`src/rtl/alu_exec_ctrl.sv`:
```
// alu_exec_ctrl: execution controller wrapped around the combinational 8-bit ALU.
//
// Accepts one operation at a time over in_valid/in_ready and latches the operands.
// The latched operands drive the ALU for one EXEC cycle. The ALU result and flags are
// captured into acc/flags, then held in DONE until out_ready. In DONE, a new operation
// can be accepted in the same cycle that the previous result is consumed.
//
// Ports:
//   clk, rst             clock, synchronous active-high reset
//   in_valid/in_ready    upstream handshake; in_op, in_a, in_b, in_use_acc, in_use_carry
//   alu_a/b/opcode/cin   ALU operand drive (always from the operand registers)
//   alu_result/zero/carry/overflow/negative  ALU outputs
//   acc, flags {Z,C,V,N}, out_err            result registers
//   out_valid/out_ready  downstream handshake
//   busy                 controller not idle
//
// Optional feature: define ALU_EXEC_CTRL_CARRY_CHAIN_EN so that in_use_carry selects the
// stored C flag as the ALU carry-in (ADC/SBC-style multi-byte chains). When the macro is
// undefined, the carry-in is always 0.

module alu_exec_ctrl #(
    parameter int unsigned DATA_W = 8
) (
    input  logic              clk,
    input  logic              rst,
    input  logic              in_valid,
    output logic              in_ready,
    input  logic [3:0]        in_op,
    input  logic [DATA_W-1:0] in_a,
    input  logic [DATA_W-1:0] in_b,
    input  logic              in_use_acc,
    input  logic              in_use_carry,
    output logic [DATA_W-1:0] alu_a,
    output logic [DATA_W-1:0] alu_b,
    output logic [3:0]        alu_opcode,
    output logic              alu_cin,
    input  logic [DATA_W-1:0] alu_result,
    input  logic              alu_zero,
    input  logic              alu_carry,
    input  logic              alu_overflow,
    input  logic              alu_negative,
    output logic [DATA_W-1:0] acc,
    output logic [3:0]        flags,
    output logic              out_valid,
    input  logic              out_ready,
    output logic              out_err,
    output logic              busy
);

    typedef enum logic [1:0] {
        StIdle,
        StExec,
        StDone
    } state_e;

    state_e state_q, state_d;

    logic [DATA_W-1:0] op_a_q, op_b_q;
    logic [3:0]        op_code_q;
    logic              op_cin_q;
    logic [DATA_W-1:0] acc_q;
    logic [3:0]        flags_q;
    logic              err_q;

    logic accept;
    logic cin_sel;
    logic op_legal;

`ifdef ALU_EXEC_CTRL_CARRY_CHAIN_EN
    // flags_q already holds the just-completed carry when accepting from DONE.
    assign cin_sel = in_use_carry & flags_q[2];
`else
    logic unused_in_use_carry;
    assign unused_in_use_carry = in_use_carry;
    assign cin_sel = 1'b0;
`endif

    assign op_legal = (op_code_q <= 4'd9);
    assign accept   = in_valid & in_ready;

    always_comb begin
        state_d  = state_q;
        in_ready = 1'b0;
        unique case (state_q)
            StIdle: begin
                in_ready = 1'b1;
                if (in_valid) state_d = StExec;
            end
            StExec: state_d = StDone;
            StDone: begin
                // Direct accept: consuming the result frees the slot this same cycle.
                in_ready = out_ready;
                if (out_ready) state_d = in_valid ? StExec : StIdle;
            end
            default: state_d = StIdle;
        endcase
        if (rst) in_ready = 1'b0;
    end

    always_ff @(posedge clk) begin
        if (rst) begin
            state_q   <= StIdle;
            op_a_q    <= '0;
            op_b_q    <= '0;
            op_code_q <= '0;
            op_cin_q  <= 1'b0;
            acc_q     <= '0;
            flags_q   <= '0;
            err_q     <= 1'b0;
        end else begin
            state_q <= state_d;
            if (accept) begin
                op_a_q    <= in_use_acc ? acc_q : in_a;
                op_b_q    <= in_b;
                op_code_q <= in_op;
                op_cin_q  <= cin_sel;
            end
            if (state_q == StExec) begin
                if (op_legal) begin
                    acc_q   <= alu_result;
                    flags_q <= {alu_zero, alu_carry, alu_overflow, alu_negative};
                    err_q   <= 1'b0;
                end else begin
                    err_q   <= 1'b1;
                end
            end
        end
    end

    assign alu_a      = op_a_q;
    assign alu_b      = op_b_q;
    assign alu_opcode = op_code_q;
    assign alu_cin    = op_cin_q;
    assign acc        = acc_q;
    assign flags      = flags_q;
    assign out_err    = err_q;
    assign out_valid  = (state_q == StDone);
    assign busy       = (state_q != StIdle);

endmodule
```
`config.mk`:
```
export PLATFORM = sky130hd
export DESIGN_NAME = alu_exec_ctrl
export DESIGN_NICKNAME = d
export VERILOG_FILES = /design/src/rtl/alu_exec_ctrl.sv
export SDC_FILE = /design/constraint.sdc
export NUM_CORES = 1
export LEC_CHECK = 0
export ABC_AREA = 1
export CELL_PAD_IN_SITES_DETAIL_PLACEMENT = 1
export CELL_PAD_IN_SITES_GLOBAL_PLACEMENT = 1
export CORE_MARGIN = 10
export CORE_UTILIZATION = 27
export DETAILED_ROUTE_END_ITERATION = 8
export PLACE_DENSITY_LB_ADDON = 0.05
export SYNTH_ARGS = -nofsm -noshare
export SYNTH_HDL_FRONTEND = slang
export SYNTH_SLANG_ARGS = --single-unit
```
`constraint.sdc`:
```
create_clock -name clk -period 1.3 [get_ports clk]
set_input_delay 0.325 -clock clk [delete_from_list [all_inputs] [get_ports clk]]
set_output_delay 0.325 -clock clk [all_outputs]
set_load 0.01 [all_outputs]
```
After elaboration in Yosys (flattened, before gate mapping) --
Index checks and enable logic that the tools add are counted. W data, S select, Z words.
Cells by class: magnitude comparators 1, eq/ne operators 4, muxes and demuxes 8, bitwise logic cells 1, reductions and logical operators 4
Operator list (count):
- $mux W8 | 1
- $pmux W2 S3 | 1
- $le A4 B4 Y1 const B | 1
- $mux W2 | 2
- $reduce_and A2 Y1 | 2
- $mux W1 | 3
- $eq A2 B1 Y1 const B | 1
- $eq A2 B2 Y1 const B | 1
- $logic_not A2 Y1 | 1
- $ne A2 B1 Y1 const B | 1
- $ne A2 B2 Y1 const B | 1
- $pmux W1 S2 | 1
- $reduce_bool A2 Y1 | 1
- $and A1 B1 Y1 | 1
Word-level totals: register bits after elaboration 35, bits of input ports 38, output and inout port bits 37, logic and storage cells 25

Longest topological paths before layout --
Gate-level depths: netlist (run 1).
depth in word-level cells 4, mapped depth 7

Least setup slack after synthesis (run 1) --
OpenSTA, ideal clock, no wires.
path type flip-flop to flip-flop, start register op_code_q[1], in the netlist alu_opcode[1], end register acc_q[4], in the netlist acc[4], library setup time 0.115 ns, data arrival time 0.958 ns, data required time 1.185 ns, path slack 0.227 ns, cell stages (with the launch flop) 6, buffers on the path 1, period minus slack after synthesis 1.073 ns, path through dfxtp_1 -> o21ai_2 -> clkbuf_8 -> nand3_1 -> nand2_1 -> nor2_1
Between the ends: word-level cells in the longest chain between the ends 2
RTL lines:
- start, declared | line 59 | logic [3:0] op_code_q;
- start signal, assigned | line 115 | op_code_q <= in_op;
- $le A4 B4 Y1 | line 78 | assign op_legal = (op_code_q <= 4'd9);
- $reduce_and A2 Y1 (no source line)
- end signal, assigned | line 120 | acc_q <= alu_result;
- end, declared | line 61 | logic [DATA_W-1:0] acc_q;
No other way between the ends. A chain may end at the register's enable or synchronous reset.

Final worst setup path (run 1) --
start register state_q[1], end output port in_ready
Between the ends: word-level cells in the longest chain between the ends 3
RTL lines:
- start, declared | line 56 | state_e state_q, state_d;
- start signal, assigned | line 102 | state_q <= StIdle;
- start signal, assigned | line 111 | state_q <= state_d;
- $eq A2 B2 Y1 or $logic_not A2 Y1 (tied branches) | line 84 | unique case (state_q)
- $pmux W1 S2 * | line 84
- $mux W1 * | line 97 | if (rst) in_ready = 1'b0;
- end, declared | line 27 | output logic in_ready,
Mark *: on every way between the ends. The rest lies on a longest branch, timed or not.

==> reports/qor.txt, run 1 <==
I/O Buffers -> 72
failing checks -> setup timing
Longest Clk Path Bufs -> 2
Hold WC Path Type -> in -> reg
Mean Syn Cell Area -> 6.60 µm²
# diodes -> 0
die width -> 98.2 µm
Mapped Cells -> 250
Final period util -> 1.00
leading area contributor after synthesis -> dfxtp_1
dpl cell area -> 2540 µm²
Hold Fails Final Rpt -> 0
Worst Reg2Reg Path Length in Cells -> 6
setup ws final -> -0.00487 ns
Setup Skew -> 0.00509 ns
Net Count, Synth -> 288
Synth async-reset ratio -> 0
Vias/cell -> 4.18
fmax -> 0.766 GHz
Worst-path clk slew -> 0.07 ns
R2R Path End -> alu_a[7]$_SDFFE_PP0P_
total clock sinks -> 35
required time of the worst setup path -> 0.98 ns
Die ar. -> 9630 µm²
drt initial violations -> 47
via count -> 1725
critical path type -> reg -> out
routed len/inst -> 12.5 µm
Core Footprint -> 5920 µm²
PwrDens -> 1000 nW/µm²
Syn. warnings -> 0
Routed Antenna Nets -> 0
DRC viols -> 0
layout cells sized above 1 -> 0.142
Tot Pwr -> 0.00271 W
RSZ-0062 raised after global routing -> yes
origin of the worst setup path -> state_q[1]$_SDFFE_PP0P_
Post-DP HPWL -> 3840 µm
crit path capture -> in_ready
Rows -> 28
critical path arrival -> 0.98 ns
Max Cap Viol -> 0
status -> complete, but fails checks
Post-synth EDFFs -> 0
CP Max Fanout -> 3
Reg area -> 706 µm²
DRT Pass-1 Iters -> 4
Post-synth top cells -> nand2_1 (62), nor2_1 (53), inv_1 (44)
nets -> 375
worst-skew pair later-pin latency -> 0.29 ns
Finished Cell Area -> 2700 µm²
Max Slew Vio Count -> 0
Distinct cells, synth -> 22
final setup fails -> 1
TritonCTS clock tree -> built
Syn Std Cell Area -> 1650 µm²
initial antenna violation count -> 0
vias in the first global route -> 1779
Yosys reg bits -> 35
Reg2Reg Setup Slack -> 0.09 ns
prevailing post-synth register cell -> dfxtp_1
die span in y -> 98.2 µm
CP cell instances -> nand2_2, inv_2, nor3_2, buf_2
slowest cell on the critical path -> dfxtp_2
H-Tree Depth -> 2
Routability Congestion -> 0.797
first-pass GRT wire length -> 8680 µm
worst r2r src -> state_q[0]$_SDFFE_PP0P_
Seq/Total Area, Yosys -> 0.425
All-Layer GR Usage -> 0.110
Setup crit end kind -> primary output
minimum clock period -> 1.30 ns
Synth top area share -> 0.425
Worst path max stage delay -> 0.33 ns
GRT overflow -> 0
pre-CTS WS -> -0.713 ns
CTS Hold Buffers Added -> 0
Max VDD drop -> 0.000435 V
layout overhead on the synthesized area -> 63.7%
multi-input gate area in the final layout -> 694 µm²
synth top area cells -> dfxtp_1 (42%), nand2_1 (14%), nor2_1 (12%)
Starting Density -> 0.279
routed wire length -> 5150 µm
Lkg Pwr -> 1.44 nW
Worst setup SP type -> flip-flop
largest net degree at the start of global routing -> 26
I/O pin total -> 75
CTS Buf Count -> 5
# fillers -> 767
clk root buf -> clkbuf_8
top-count cell post-synth -> nand2_1
[metrics by stage]
step / utilization / instances / hold WS [ns] / TNS, ns
final: 0.456 / 413 / 0.486 / -0.00487
after CTS: 0.456 / 413 / 0.499 / -0.0660
after global routing: 0.456 / 413 / 0.497 / -0.0833
after detailed placement: 0.429 / 402 / 0.484 / -10.32
after global placement: 0.429 / 402 / 0.465 / -9.24
after floorplan: - / 250 / 0.460 / 0
[kinds of logic (layout without fill, tap and decap cells)]
| family | count (synthesis) | count (layout) | share of synthesized area |
|---|---|---|---|
| simple gates | 131 | 131 | 0.318 |
| flops | 35 | 35 | 0.425 |
| other cells | 1 | 1 | 0.00227 |
| buf+inv | 59 | 147 | 0.172 |
| compound gates | 24 | 24 | 0.0827 |
[layout by cell type, fill, tap and decap left out, types with 5 or more instances in the layout]
cell	n
inv_1	43
nand2_1	61
o21ai_0	8
clkbuf_8	7
a21oi_1	12
dfxtp_1	33
buf_12	5
nor2_1	51
buf_4	12
clkdlybuf4s50_1	33
nand3_1	12
dlygate4sd2_1	27
clkdlybuf4s15_1	6
[power breakdown]
part	internal (W)	switching, W	total [W]
Combinational	0.000344	0.000294	0.000638
Sequential	0.00115	0.0000431	0.00119
Clock	0.000484	0.000395	0.000879
[worst min-delay path by stage]
stage / end / start / depth (start not counted)
finish: state_q[1]$_SDFFE_PP0P_ / rst / 4
floorplan: alu_b[0]$_SDFFE_PP0P_ / in_b[0] / 2
CTS: flags[0]$_SDFFE_PP0P_ / flags[0]$_SDFFE_PP0P_ / 2
detailed placement: flags[0]$_SDFFE_PP0P_ / flags[0]$_SDFFE_PP0P_ / 2
global placement: flags[0]$_SDFFE_PP0P_ / flags[0]$_SDFFE_PP0P_ / 2
global route: state_q[1]$_SDFFE_PP0P_ / rst / 4
[routing by layer]
layer / share of wire / track usage
met1: 0.43 / 0.121
met2: 0.47 / 0.182
met3: 0.087 / 0.0564
met4: 0.013 / 0.0331
met5: 0 / 0
[sequential cells by signal, summed over array words and instances (netlist names)]
name        flops
out_err         1
state_q         2
alu_b           8
alu_a           8
flags           4
acc             8
alu_opcode      4
[critical path: cells and delay by family, from the launching register on]
kind          cells  cell delay [ns]
flops             1             0.33
buf+inv           2             0.19
simple gates      2             0.16
[repair_timing]
item / CTS / global route
endpoints found under the hold margin: 0 / 0
pin swaps: 3 / 4
resized for setup: 59 / 14
endpoints found under the setup margin: 56 / 16
cloned: 2 / 0
buffers inserted: 1 / 0
[area by class of cell]
class                      count  share of cell area
timing repair buffer          93               0.345
inverter                      46              0.0640
clock buffer                   8              0.0371
multi-input combinational    156               0.257
sequential                    35               0.261
tap                           75              0.0348
Power figures use the tool's default switching activity.
==> run 2, diff against run 1 <==
==> config.mk (replaced) <==
export PLATFORM = sky130hd
export DESIGN_NAME = alu_exec_ctrl
export DESIGN_NICKNAME = d
export VERILOG_FILES = /design/src/rtl/alu_exec_ctrl.sv
export SDC_FILE = /design/constraint.sdc
export NUM_CORES = 1
export LEC_CHECK = 0
export ABC_AREA = 1
export CELL_PAD_IN_SITES_DETAIL_PLACEMENT = 2
export CELL_PAD_IN_SITES_GLOBAL_PLACEMENT = 2
export CORE_MARGIN = 2
export CORE_UTILIZATION = 20
export DETAILED_ROUTE_END_ITERATION = 8
export PLACE_DENSITY_LB_ADDON = 0.05
export SLEW_MARGIN = 10
export SYNTH_ARGS = -nofsm -noshare
export SYNTH_HDL_FRONTEND = slang
export SYNTH_SLANG_ARGS = --single-unit
==> reports/qor.txt, run 2 (same netlist as run 1, synthesis figures left out) <==
required time of the worst setup path -> 0.98 ns (about the same)
Worst-path clk slew -> 0.07 ns (about the same)
die span in y -> 94.8 µm (-3.4%)
hold path cells -> 2 (-2)
minimum clock period -> 1.30 ns (-0.00797 ns)
Core Footprint -> 8090 µm² (+37%)
Vias/cell -> 4.08 (-2.3%)
H-Tree Depth -> 2 (unchanged)
fmax -> 0.771 GHz (+0.61%)
CTS Buf Count -> 5 (unchanged)
Routed Antenna Nets -> 0 (unchanged)
Starting Density -> 0.204 (-0.0748)
total clock sinks -> 35 (unchanged)
clk root buf -> clkbuf_8
# diodes -> 0 (unchanged)
Final period util -> 0.998 (-0.00613)
final setup fails -> 0 (-1)
Max Cap Viol -> 0 (unchanged)
Routability Congestion -> 0.705 (-12%)
Setup Skew -> 0.00519 ns (+0.000101 ns)
layout cells sized above 1 -> 0.186 (+0.0440)
first-pass GRT wire length -> 9830 µm (+13%)
routed wire length -> 5910 µm (+15%)
Max Slew Vio Count -> 0 (unchanged)
nets -> 383 (+2.1%)
final setup TNS -> 0 ns (+0.00487 ns)
setup ws final -> 0.00310 ns (+0.00797 ns)
DRC viols -> 0 (unchanged)
TritonCTS clock tree -> built
critical path type -> reg -> out
Die ar. -> 8990 µm² (-6.7%)
I/O pin total -> 75 (unchanged)
DRT Pass-1 Iters -> 4 (unchanged)
Worst setup SP type -> flip-flop
via count -> 1832 (+6.2%)
Tot Pwr -> 0.00267 W (-1.7%)
PwrDens -> 934 nW/µm² (-7.0%)
most common cell after layout, fill and taps aside -> nand2_1
dpl cell area -> 2610 µm² (+2.9%)
die width -> 94.8 µm (-3.4%)
Rows -> 33 (+18%)
Hold Fails Final Rpt -> 0 (unchanged)
largest net degree at the start of global routing -> 26 (unchanged)
worst-skew pair later-pin latency -> 0.28 ns (about the same)
crit path capture -> in_ready
CP Max Fanout -> 3 (unchanged)
critical path arrival -> 0.97 ns (about the same)
Longest Clk Path Bufs -> 2 (unchanged)
Setup crit end kind -> primary output
Finished Cell Area -> 2850 µm² (+5.7%)
RSZ-0062 raised after global routing -> yes
Max VDD drop -> 0.000342 V (-21%)
Hold WC Path Type -> reg -> reg
Post-DP HPWL -> 3780 µm (-1.5%)
Lkg Pwr -> 1.49 nW (+3.5%)
layout overhead on the synthesized area -> 73.0%
commonest non-fill, non-tap cells in the layout -> nand2_1 (56), nor2_1 (47), inv_1 (43)
pre-CTS WS -> -0.650 ns (+0.0631 ns)
vias in the first global route -> 1959 (+10%)
routed len/inst -> 13.2 µm (+5.6%)
origin of the worst setup path -> state_q[1]$_SDFFE_PP0P_
status -> finished, final reports clean
drt initial violations -> 36 (-23%)
GRT overflow -> 0 (unchanged)
All-Layer GR Usage -> 0.144 (+0.0338)
I/O Buffers -> 72 (unchanged)
Reg2Reg Setup Slack -> 0.11 ns (+0.02 ns)
initial antenna violation count -> 0 (unchanged)
R2R Path End -> alu_b[5]$_SDFFE_PP0P_
worst r2r src -> state_q[1]$_SDFFE_PP0P_
Worst Reg2Reg Path Length in Cells -> 8 (+2)
[run 2: cell types whose count changed in the layout (fill, tap and decap cells not counted), sizes merged]
cell,before,now
dlygate4sd2,27,31
clkbuf,10,9
dlymetal6s2s,1,0
clkdlybuf4s15,6,2
buf,24,32
[run 2: through the flow]
stage | utilization | hold slack, ns | std cells
floorplan | - | 0.460 | 250
global placement | 0.323 | 0.469 | 435
detailed placement | 0.323 | 0.474 | 435
CTS | 0.353 | 0.491 | 449
global route | 0.353 | 0.531 | 449
finish | 0.353 | 0.482 | 449
[run 2: how the worst min path moves through the flow]
| stage | from | endpoint | slack, ns |
|---|---|---|---|
| 4_1_cts | flags[2]$_SDFFE_PP0P_ | flags[2]$_SDFFE_PP0P_ | 0.49 |
| 2_1_floorplan | in_b[0] | alu_b[0]$_SDFFE_PP0P_ | 0.46 |
| 6_report | flags[2]$_SDFFE_PP0P_ | flags[2]$_SDFFE_PP0P_ | 0.48 |
| 3_3_place_gp | flags[0]$_SDFFE_PP0P_ | flags[0]$_SDFFE_PP0P_ | 0.47 |
| 5_1_grt | flags[2]$_SDFFE_PP0P_ | flags[2]$_SDFFE_PP0P_ | 0.53 |
| 3_5_place_dp | flags[2]$_SDFFE_PP0P_ | flags[2]$_SDFFE_PP0P_ | 0.47 |
[run 2: per-layer routing]
layer | routed length, µm | global-route usage | vias to the layer above | part of all wire
met1 | 2590 | 0.178 | 856 | 0.44
met2 | 2990 | 0.251 | 46 | 0.51
met5 | 0 | 0 | - | 0
li1 | - | - | 927 | -
met4 | 21 | 0.0326 | 0 | 0.0036
met3 | 307 | 0.0359 | 3 | 0.052
[run 2: cell type report]
cell class                      instances  area, µm²
Clock buffer                            6       72.6
Fill cell                             973       5240
Inverter                               46        173
Multi-Input combinational cell        156        722
Sequential cell                        35        706
Tap cell                              105        131
Timing Repair Buffer                  101       1050
[run 2: worst max-delay path: stages (launching register included)]
cell     delay [ns]
dfxtp_2        0.34
nand2_2        0.08
inv_2          0.05
nor3_2         0.08
buf_2          0.14
[run 2: what timing repair did]
action	in CTS	in global routing
setup endpoints to repair	56	11
hold buffers	0	0
setup buffers	13	0
resized for setup	71	13
cloned	4	0
pin swaps	8	2
[run 2: power by group]
group	total, W	switching [W]	internal [W]
Combinational	0.000722	0.000331	0.000391
Sequential	0.00120	0.0000449	0.00115
Clock	0.000747	0.000390	0.000358
Total	0.00267	0.000766	0.00190
